<file path="config.mk">
export PLATFORM = sky130hd
export DESIGN_NAME = watchdog_kicker
export DESIGN_NICKNAME = d
export VERILOG_FILES = /design/src/rtl/watchdog_kicker.sv
export SDC_FILE = /design/constraint.sdc
export NUM_CORES = 1
export LEC_CHECK = 0
export BUFFER_PORTS_ARGS = -buffer_cell sky130_fd_sc_hd__buf_2
export CAP_MARGIN = 5
export CORE_ASPECT_RATIO = 0.8
export CORE_UTILIZATION = 35
export DETAILED_ROUTE_END_ITERATION = 16
export PLACE_DENSITY = 0.6
export SKIP_LAST_GASP = 1
export SLEW_MARGIN = 20
export SYNTH_ARGS = -nofsm -noshare
export SYNTH_HDL_FRONTEND = slang
export SYNTH_SLANG_ARGS = --single-unit
</file>
<file path="constraint.sdc">
create_clock -name WDCLK -period 2.44 [get_ports WDCLK]
set_input_delay 0.122 -clock WDCLK [delete_from_list [all_inputs] [get_ports WDCLK]]
set_output_delay 0.122 -clock WDCLK [all_outputs]
set_load 0.05 [all_outputs]
</file>
<file path="src/rtl/watchdog_kicker.sv">
// watchdog_kicker: 68k bus-initiator model that periodically writes a byte to
// $300001 to service the system watchdog. It requests the bus, runs a full
// write cycle (address setup, strobe, hold), then releases the bus.
// It also reports completed kicks, grant timeouts and observed system resets.
// Optional build macro WATCHDOG_KICKER_RSTCNT_EN enables counting of nRESET
// falling edges on RESET_COUNT. When the macro is undefined, RESET_COUNT
// reads 0.
module watchdog_kicker #(
  parameter int INTERVAL    = 6,  // WDCLK ticks between kicks, 2..7
  parameter int STROBE_LEN  = 1,  // cycles nLDS is held low, 1..3
  parameter int GNT_TIMEOUT = 4   // cycles to wait for BUS_GNT
) (
  input  logic       WDCLK,
  input  logic       WDRESET,
  input  logic       ENABLE,
  input  logic       FORCE_KICK,
  input  logic       BUS_GNT,
  input  logic       nRESET,
  output logic       BUS_REQ,
  output logic       nLDS,
  output logic       RW,
  output logic       A23I,
  output logic       A22I,
  output logic [4:0] M68K_ADDR_U,
  output logic       KICK_DONE,
  output logic [7:0] KICK_COUNT,
  output logic       MISS,
  output logic [3:0] RESET_COUNT
);

  localparam int              WAIT_W    = (GNT_TIMEOUT > 1) ? $clog2(GNT_TIMEOUT) : 1;
  localparam logic [WAIT_W-1:0] WAIT_LAST = WAIT_W'(GNT_TIMEOUT - 1);
  localparam logic [1:0]      STRB_LAST = 2'(STROBE_LEN - 1);
  localparam logic [2:0]      DUE_CNT   = 3'(INTERVAL - 1);
  // A23, A22 and A21..A17 for the watchdog byte address $300001.
  localparam logic [6:0]      KICK_ADDR = 7'b00_11000;

  typedef enum logic [2:0] {
    ST_IDLE,
    ST_REQ,
    ST_ADDR,
    ST_STROBE,
    ST_REL
  } state_t;

  state_t            r_state;
  logic [2:0]        r_int_cnt;
  logic              r_pending;
  logic [WAIT_W-1:0] r_wait_cnt;
  logic [1:0]        r_strb_cnt;
  logic              r_bus_req;
  logic              r_nlds;
  logic              r_rw;
  logic              r_a23;
  logic              r_a22;
  logic [4:0]        r_addr_u;
  logic              r_kick_done;
  logic [7:0]        r_kick_count;
  logic              r_miss;

  logic w_due;
  logic w_abort;

  assign w_due = (r_int_cnt == DUE_CNT);

  // Leaving the bus mid-cycle: system reset in any active state, or grant
  // withdrawn once we own the bus. REQ has its own timeout for a missing grant.
  assign w_abort = (r_state != ST_IDLE) &&
                   (!nRESET || ((r_state != ST_REQ) && !BUS_GNT));

  // Kick sequencer: state, counters and all registered bus/status outputs.
  always_ff @(posedge WDCLK or posedge WDRESET) begin
    if (WDRESET) begin
      r_state      <= ST_IDLE;
      r_int_cnt    <= '0;
      r_pending    <= 1'b0;
      r_wait_cnt   <= '0;
      r_strb_cnt   <= '0;
      r_bus_req    <= 1'b0;
      r_nlds       <= 1'b1;
      r_rw         <= 1'b1;
      r_a23        <= 1'b0;
      r_a22        <= 1'b0;
      r_addr_u     <= '0;
      r_kick_done  <= 1'b0;
      r_kick_count <= '0;
      r_miss       <= 1'b0;
    end else begin
      r_kick_done <= 1'b0;
      r_miss      <= 1'b0;
      // A force request is remembered in any state. Entry to REQ below clears
      // it, and that clear wins, so one kick absorbs both triggers.
      if (FORCE_KICK) begin
        r_pending <= 1'b1;
      end
      if (w_abort) begin
        r_state                  <= ST_IDLE;
        r_bus_req                <= 1'b0;
        r_nlds                   <= 1'b1;
        r_rw                     <= 1'b1;
        {r_a23, r_a22, r_addr_u} <= '0;
      end else begin
        case (r_state)
          ST_IDLE: begin
            if (!nRESET) begin
              r_int_cnt <= '0;
            end else if (w_due || r_pending) begin
              r_state    <= ST_REQ;
              r_bus_req  <= 1'b1;
              r_int_cnt  <= '0;
              r_pending  <= 1'b0;
              r_wait_cnt <= '0;
            end else if (ENABLE) begin
              r_int_cnt <= r_int_cnt + 3'd1;
            end
          end
          ST_REQ: begin
            if (BUS_GNT) begin
              r_state                  <= ST_ADDR;
              r_rw                     <= 1'b0;
              {r_a23, r_a22, r_addr_u} <= KICK_ADDR;
            end else if (r_wait_cnt == WAIT_LAST) begin
              r_state   <= ST_IDLE;
              r_bus_req <= 1'b0;
              r_miss    <= 1'b1;
            end else begin
              r_wait_cnt <= r_wait_cnt + 1'b1;
            end
          end
          ST_ADDR: begin
            r_state    <= ST_STROBE;
            r_nlds     <= 1'b0;
            r_strb_cnt <= '0;
          end
          ST_STROBE: begin
            if (r_strb_cnt == STRB_LAST) begin
              // Strobe and RW release together. The address stays for hold.
              r_state     <= ST_REL;
              r_nlds      <= 1'b1;
              r_rw        <= 1'b1;
              r_kick_done <= 1'b1;
              if (r_kick_count != 8'hFF) begin
                r_kick_count <= r_kick_count + 8'd1;
              end
            end else begin
              r_strb_cnt <= r_strb_cnt + 2'd1;
            end
          end
          ST_REL: begin
            r_state                  <= ST_IDLE;
            r_bus_req                <= 1'b0;
            {r_a23, r_a22, r_addr_u} <= '0;
          end
          default: begin
            r_state <= ST_IDLE;
          end
        endcase
      end
    end
  end

  assign BUS_REQ     = r_bus_req;
  assign nLDS        = r_nlds;
  assign RW          = r_rw;
  assign A23I        = r_a23;
  assign A22I        = r_a22;
  assign M68K_ADDR_U = r_addr_u;
  assign KICK_DONE   = r_kick_done;
  assign KICK_COUNT  = r_kick_count;
  assign MISS        = r_miss;

`ifdef WATCHDOG_KICKER_RSTCNT_EN
  logic       r_nreset_q;
  logic [3:0] r_reset_count;

  // Count 1->0 transitions of the observed system reset, saturating at 15.
  // The history flop starts low so that reset release alone never counts.
  always_ff @(posedge WDCLK or posedge WDRESET) begin
    if (WDRESET) begin
      r_nreset_q    <= 1'b0;
      r_reset_count <= '0;
    end else begin
      r_nreset_q <= nRESET;
      if (r_nreset_q && !nRESET && (r_reset_count != 4'hF)) begin
        r_reset_count <= r_reset_count + 4'd1;
      end
    end
  end

  assign RESET_COUNT = r_reset_count;
`else
  assign RESET_COUNT = 4'd0;
`endif

endmodule

</file>
Yosys cells after proc, flatten, opt, wreduce, memory -nomap -nowiden. Cells that the tools add are included.

Register bits after elaboration: 30. Output and inout port bits: 24. Logic and storage cells: 109.

Add/sub/neg operators: 4. Equal/unequal tests: 21. Muxes and demuxes: 46. Bitwise operators: 1. Reduce and logical (&&, ||, !) cells: 24.

Operators with widths (count): 2-to-1 mux 3 bit (9); 2-to-1 mux 1 bit (22); inequality test 3 bit, second input constant (6); case mux 3 bit (4 select lines) (1); nonzero test 3 bit (4); 2-to-1 mux 2 bit (5); 2-to-1 mux 5 bit (2); inequality test 2 bit, second input constant (5); case mux 5 bit (2 select lines) (1); AND reduction 3 bit (3); adder 8 x 1 -> 8 bit, second input constant (1); inequality test 8 bit, second input constant (1); case mux 2 bit (2 select lines) (2); AND reduction 4 bit (2); equality test 3 x 2 -> 1 bit, second input constant (2); equality test 3 bit, second input constant (2); case mux 1 bit (2 select lines) (3); AND reduction 6 bit (1); AND reduction 5 bit (1); adder 2 x 1 -> 2 bit, second input constant (2); inequality test 4 bit, second input constant (1); AND reduction 2 bit (2); nonzero test 2 bit (2); nonzero test 4 bit (1); other kinds (12) (15).

Longest topological paths before layout.
Depth in word-level cells: 6. Mapped depth: 6. Mapped depth without buffers: 6.

Worst setup path before layout. OpenSTA, ideal clock, no wires.

Path type: flip-flop to flip-flop. Start: reg r_kick_count[0] (netlist: KICK_COUNT[0]). End: reg r_kick_count[1] (netlist: KICK_COUNT[1]). Arrival: 1759 ps. Data required time: 2315 ps. Slack: 557 ps. Stages on the path, launching flop included: 5. Buffers on the path: 0. Clock period less this slack: 1883 ps. Cell sequence: dfrtp_1 > ha_1 > nand4_1 > o21ai_2 > mux2_2.

Word-level cells in the longest chain between the ends: 2. Elaborated cells between the ends (all ways): 3. Classes of those cells: add/sub (1); eq/ne (1); reduce/logical (1).

RTL lines: start, declared (line 58) `logic [7:0] r_kick_count;`; start signal, assigned (line 143) `r_kick_count <= r_kick_count + 8'd1;`; branches (longest 2 deep; another with adder 8 x 1 -> 8 bit).

Several ways; the timed one is not identified. A chain may end at the register's enable or synchronous reset.

Worst setup path in the final report.
Start: reg r_strb_cnt[0]. End: reg r_kick_count[5] (netlist: KICK_COUNT[5]).

Word-level cells in the longest chain between the ends: 2.

RTL lines: start, declared (line 50) `logic [1:0] r_strb_cnt;`; start signal, assigned (line 146) `r_strb_cnt <= r_strb_cnt + 2'd1;`; zero test 2 bit (line 136) `if (r_strb_cnt == STRB_LAST) begin`; AND reduction 4 bit (no line).

No other way between the ends.

==> reports/metrics.yaml <==
status: "completed"
cts_buffers: 3
rsz0062_at_grt: "false"
cpMaxStageDelayCell: "dfrtp_1"
wl_per_cell_um: 12.5
grt.total_usage_pct: 14.0
clkTransAtPathRegs_ns: 0.09
p_total_mw: 1.46
synth-async-reset-ratio_pct: 100
p_clk_share_pct: 17.4
period_minus_slack_ns: 1.79
cpLargestDelayFamily: "simple AND/OR/NAND/NOR gates"
fin_setup_tns_ns: 0
p_per_area_nw_per_um2: 931
hold_path.class: "primary input to async pin"
worstPathRequired_ns: 2.60
p_leak_nw: 0.722
htreeDepth: 1
insertion_delay_ns: 0.27
final_cell_mix: "dfrtp_1 (23), buf_2 (20), nand2_1 (14)"
drcViolationCount: 0
worst_r2r_startpoint: "r_strb_cnt[0]$_DFFE_PP0P_"
grtUsageMet1_pct: 19.6
syn_to_final_growth_pct: 9.55
num_rows: 20
drtAntennaViolNets: 0
vias_per_cell: 4.90
fill_cells: 378
drt-initial-drc-count: 106
synth-main-ff-cell: "dfrtp_1"
post_cts_buffers: 0
clkSinkCount: 25
yosysSeqAreaShare_pct: 44.0
syn_area_um2: 1430
p_sw_share_pct: 45.9
yosys.area.top_type: "dfrtp_1"
start_kind: "flop"
grt_use_met3_pct: 1.19
synth_warnings: 0
crit_type: "flop to flop"
final_common_cell: "dfrtp_1"
synth_seq_cells: 25
antenna_found_initial: 0
antenna_cells: 0
io_pins: 30
synth_area_leaders: "dfrtp_1 (40%), buf_4 (6.3%), ha_1 (4.4%)"
yosysTopAreaCellShare_pct: 40.3
ys_types: 37
clk_path_buf_depth: 2
max_cap_violations: 0
crit_start: "r_strb_cnt[0]$_DFFE_PP0P_"
seq_area_um2: 628
wirelength_mm: 2.77
skew_ns: 0.00211
p_comb_share_pct: 40.4
postCtsHoldBufs: 0
worst_hold_slack_ns: 0.0469
synth_edf_count: 0
grt.overflow.total: 0
grt_first_pass_wirelength_mm: 4.66
max_stage_delay_ns: 0.42
hold_viol_final: 0
avgSynthCellArea_um2: 9.52
die-area_um2: 4340
die_y_um: 59.1
grt_start_max_net_pins: 26
hpwl_mm: 2.07
period_share_pct: 73.2
arrival_ns: 1.95
power.switching_uw: 669
drtPass1Iterations: 4
crit_path_end_kind: "flop"
pwr-share-seq_pct: 42.2
gp_congestion: 0.842
via_count: 1088
coreArea_um2: 3850
relSlewSlack_pct: 37.4
tritoncts: "built"
top_usage_layer: "met2"
fmax_ghz: 0.560
grt_pass1_vias: 1025
cts-root-buf: "clkbuf_8"
drive_above_1_share_pct: 21.0
worst_slack_ns: 0.653
worst_pin_slew_ns: 0.938
multiInputGateArea_um2: 669
drv_slew: 0
finalNetCount: 179
ir_worst_vdd_mv: 0.375
die_w_um: 73.4
dp_slack_ns: 0.684
numPortBuffers: 20
syn_inst: 150
met2_usage_pct: 22.1
setup_viol: 0
crit_chain: "inv_1 > ha_1 > nand2_4 > nor3_4 > nand4_1 > mux2_1"
cts_resized: 0
worst-path-max-fanout: 9
initial_utilization_pct: 37.0
intPower_uw: 787
worst-path-buf-inv: 1
-- worst paths after layout --
check	end	slack, ns	cells after the start
setup / recovery	KICK_COUNT[5]$_DFFE_PP0P_	0.65	6
hold / removal	r_state[1]$_DFFE_PP0P_	0.05	2
setup reg to reg	KICK_COUNT[5]$_DFFE_PP0P_	0.65	6
hold reg to reg	r_strb_cnt[1]$_DFFE_PP0P_	0.50	2
max in group asynchronous	r_state[0]$_DFFE_PP0P_	1.82	2
min in group WDCLK	r_pending$_DFF_PP0_	0.06	3
-- stage by stage --
stage	cell area (um^2)	utilization (%)	std cells
after floorplan	1460	-	158
after global placement	1520	39.3	218
after detailed placement	1520	39.3	218
after CTS	1560	40.6	222
after global routing	1560	40.6	222
final	1560	40.6	222
-- per-layer routing --
metal,wire [um],vias to the layer above
met4,33,0
met3,107,4
met2,1290,32
li1,-,534
met1,1340,518
met5,0,-
-- power by group through the flow --
stage / registers, mW / clock network, mW / logic [mW]
finish: 0.614 / 0.254 / 0.589
CTS: 0.614 / 0.259 / 0.592
floorplan: 0.742 / 0 / 0.373
detailed placement: 0.622 / 0 / 0.589
global placement: 0.611 / 0 / 0.574
global route: 0.630 / 0.271 / 0.648
-- state kept, by name, summed over array words and instances (netlist names) --
signal and count:
RW 1, r_strb_cnt 2, r_state 3, BUS_REQ 1
KICK_DONE 1, M68K_ADDR_U 1, r_pending 1, MISS 1
nLDS 1, r_int_cnt 3, r_wait_cnt 2, KICK_COUNT 8
-- cells in the mapped netlist (2+ instances only) --
| library cell | number |
|---|---|
| dfrtp_1 | 23 |
| nand2_1 | 14 |
| inv_1 | 13 |
| buf_4 | 12 |
| o21ai_0 | 12 |
| a21oi_1 | 8 |
| nand4_1 | 8 |
| nand2b_1 | 6 |
| nor2_1 | 6 |
| ha_1 | 5 |
| mux2_1 | 5 |
| a21o_1 | 3 |
| nand3_1 | 3 |
| nor3_1 | 3 |
| buf_2 | 2 |
| dfstp_2 | 2 |
| nand3b_1 | 2 |
| o211ai_1 | 2 |
| o21ai_1 | 2 |
| or2_2 | 2 |
-- worst register-to-register path: stages (launching register included) --
cell and delay [ns]:
dfrtp_1 0.42, inv_1 0.07, ha_1 0.24, nand2_4 0.09, nor3_4 0.35, nand4_1 0.17
mux2_1 0.34
-- kinds of logic after synthesis --
kind of cell | share of synthesized area [%]
other | 0.263
AO/OA/AOI/OAI | 13.5
flip-flops | 44.0
multiplexers | 4.73
buffers and inverters | 11.2
adder cells (fa/ha/maj) | 4.38
XOR/XNOR | 0.614
AND/OR/NAND/NOR | 21.3
-- layout make-up --
class	instances	share of cell area, %
Multi-Input combinational cell	105	42.8
Sequential cell	25	40.2
Timing Repair Buffer	20	6.40
Tap cell	55	4.40
Inverter	13	3.12
Clock buffer	3	2.64
Clock inverter	1	0.480
No activity file was read; power rests on OpenSTA's default activity.
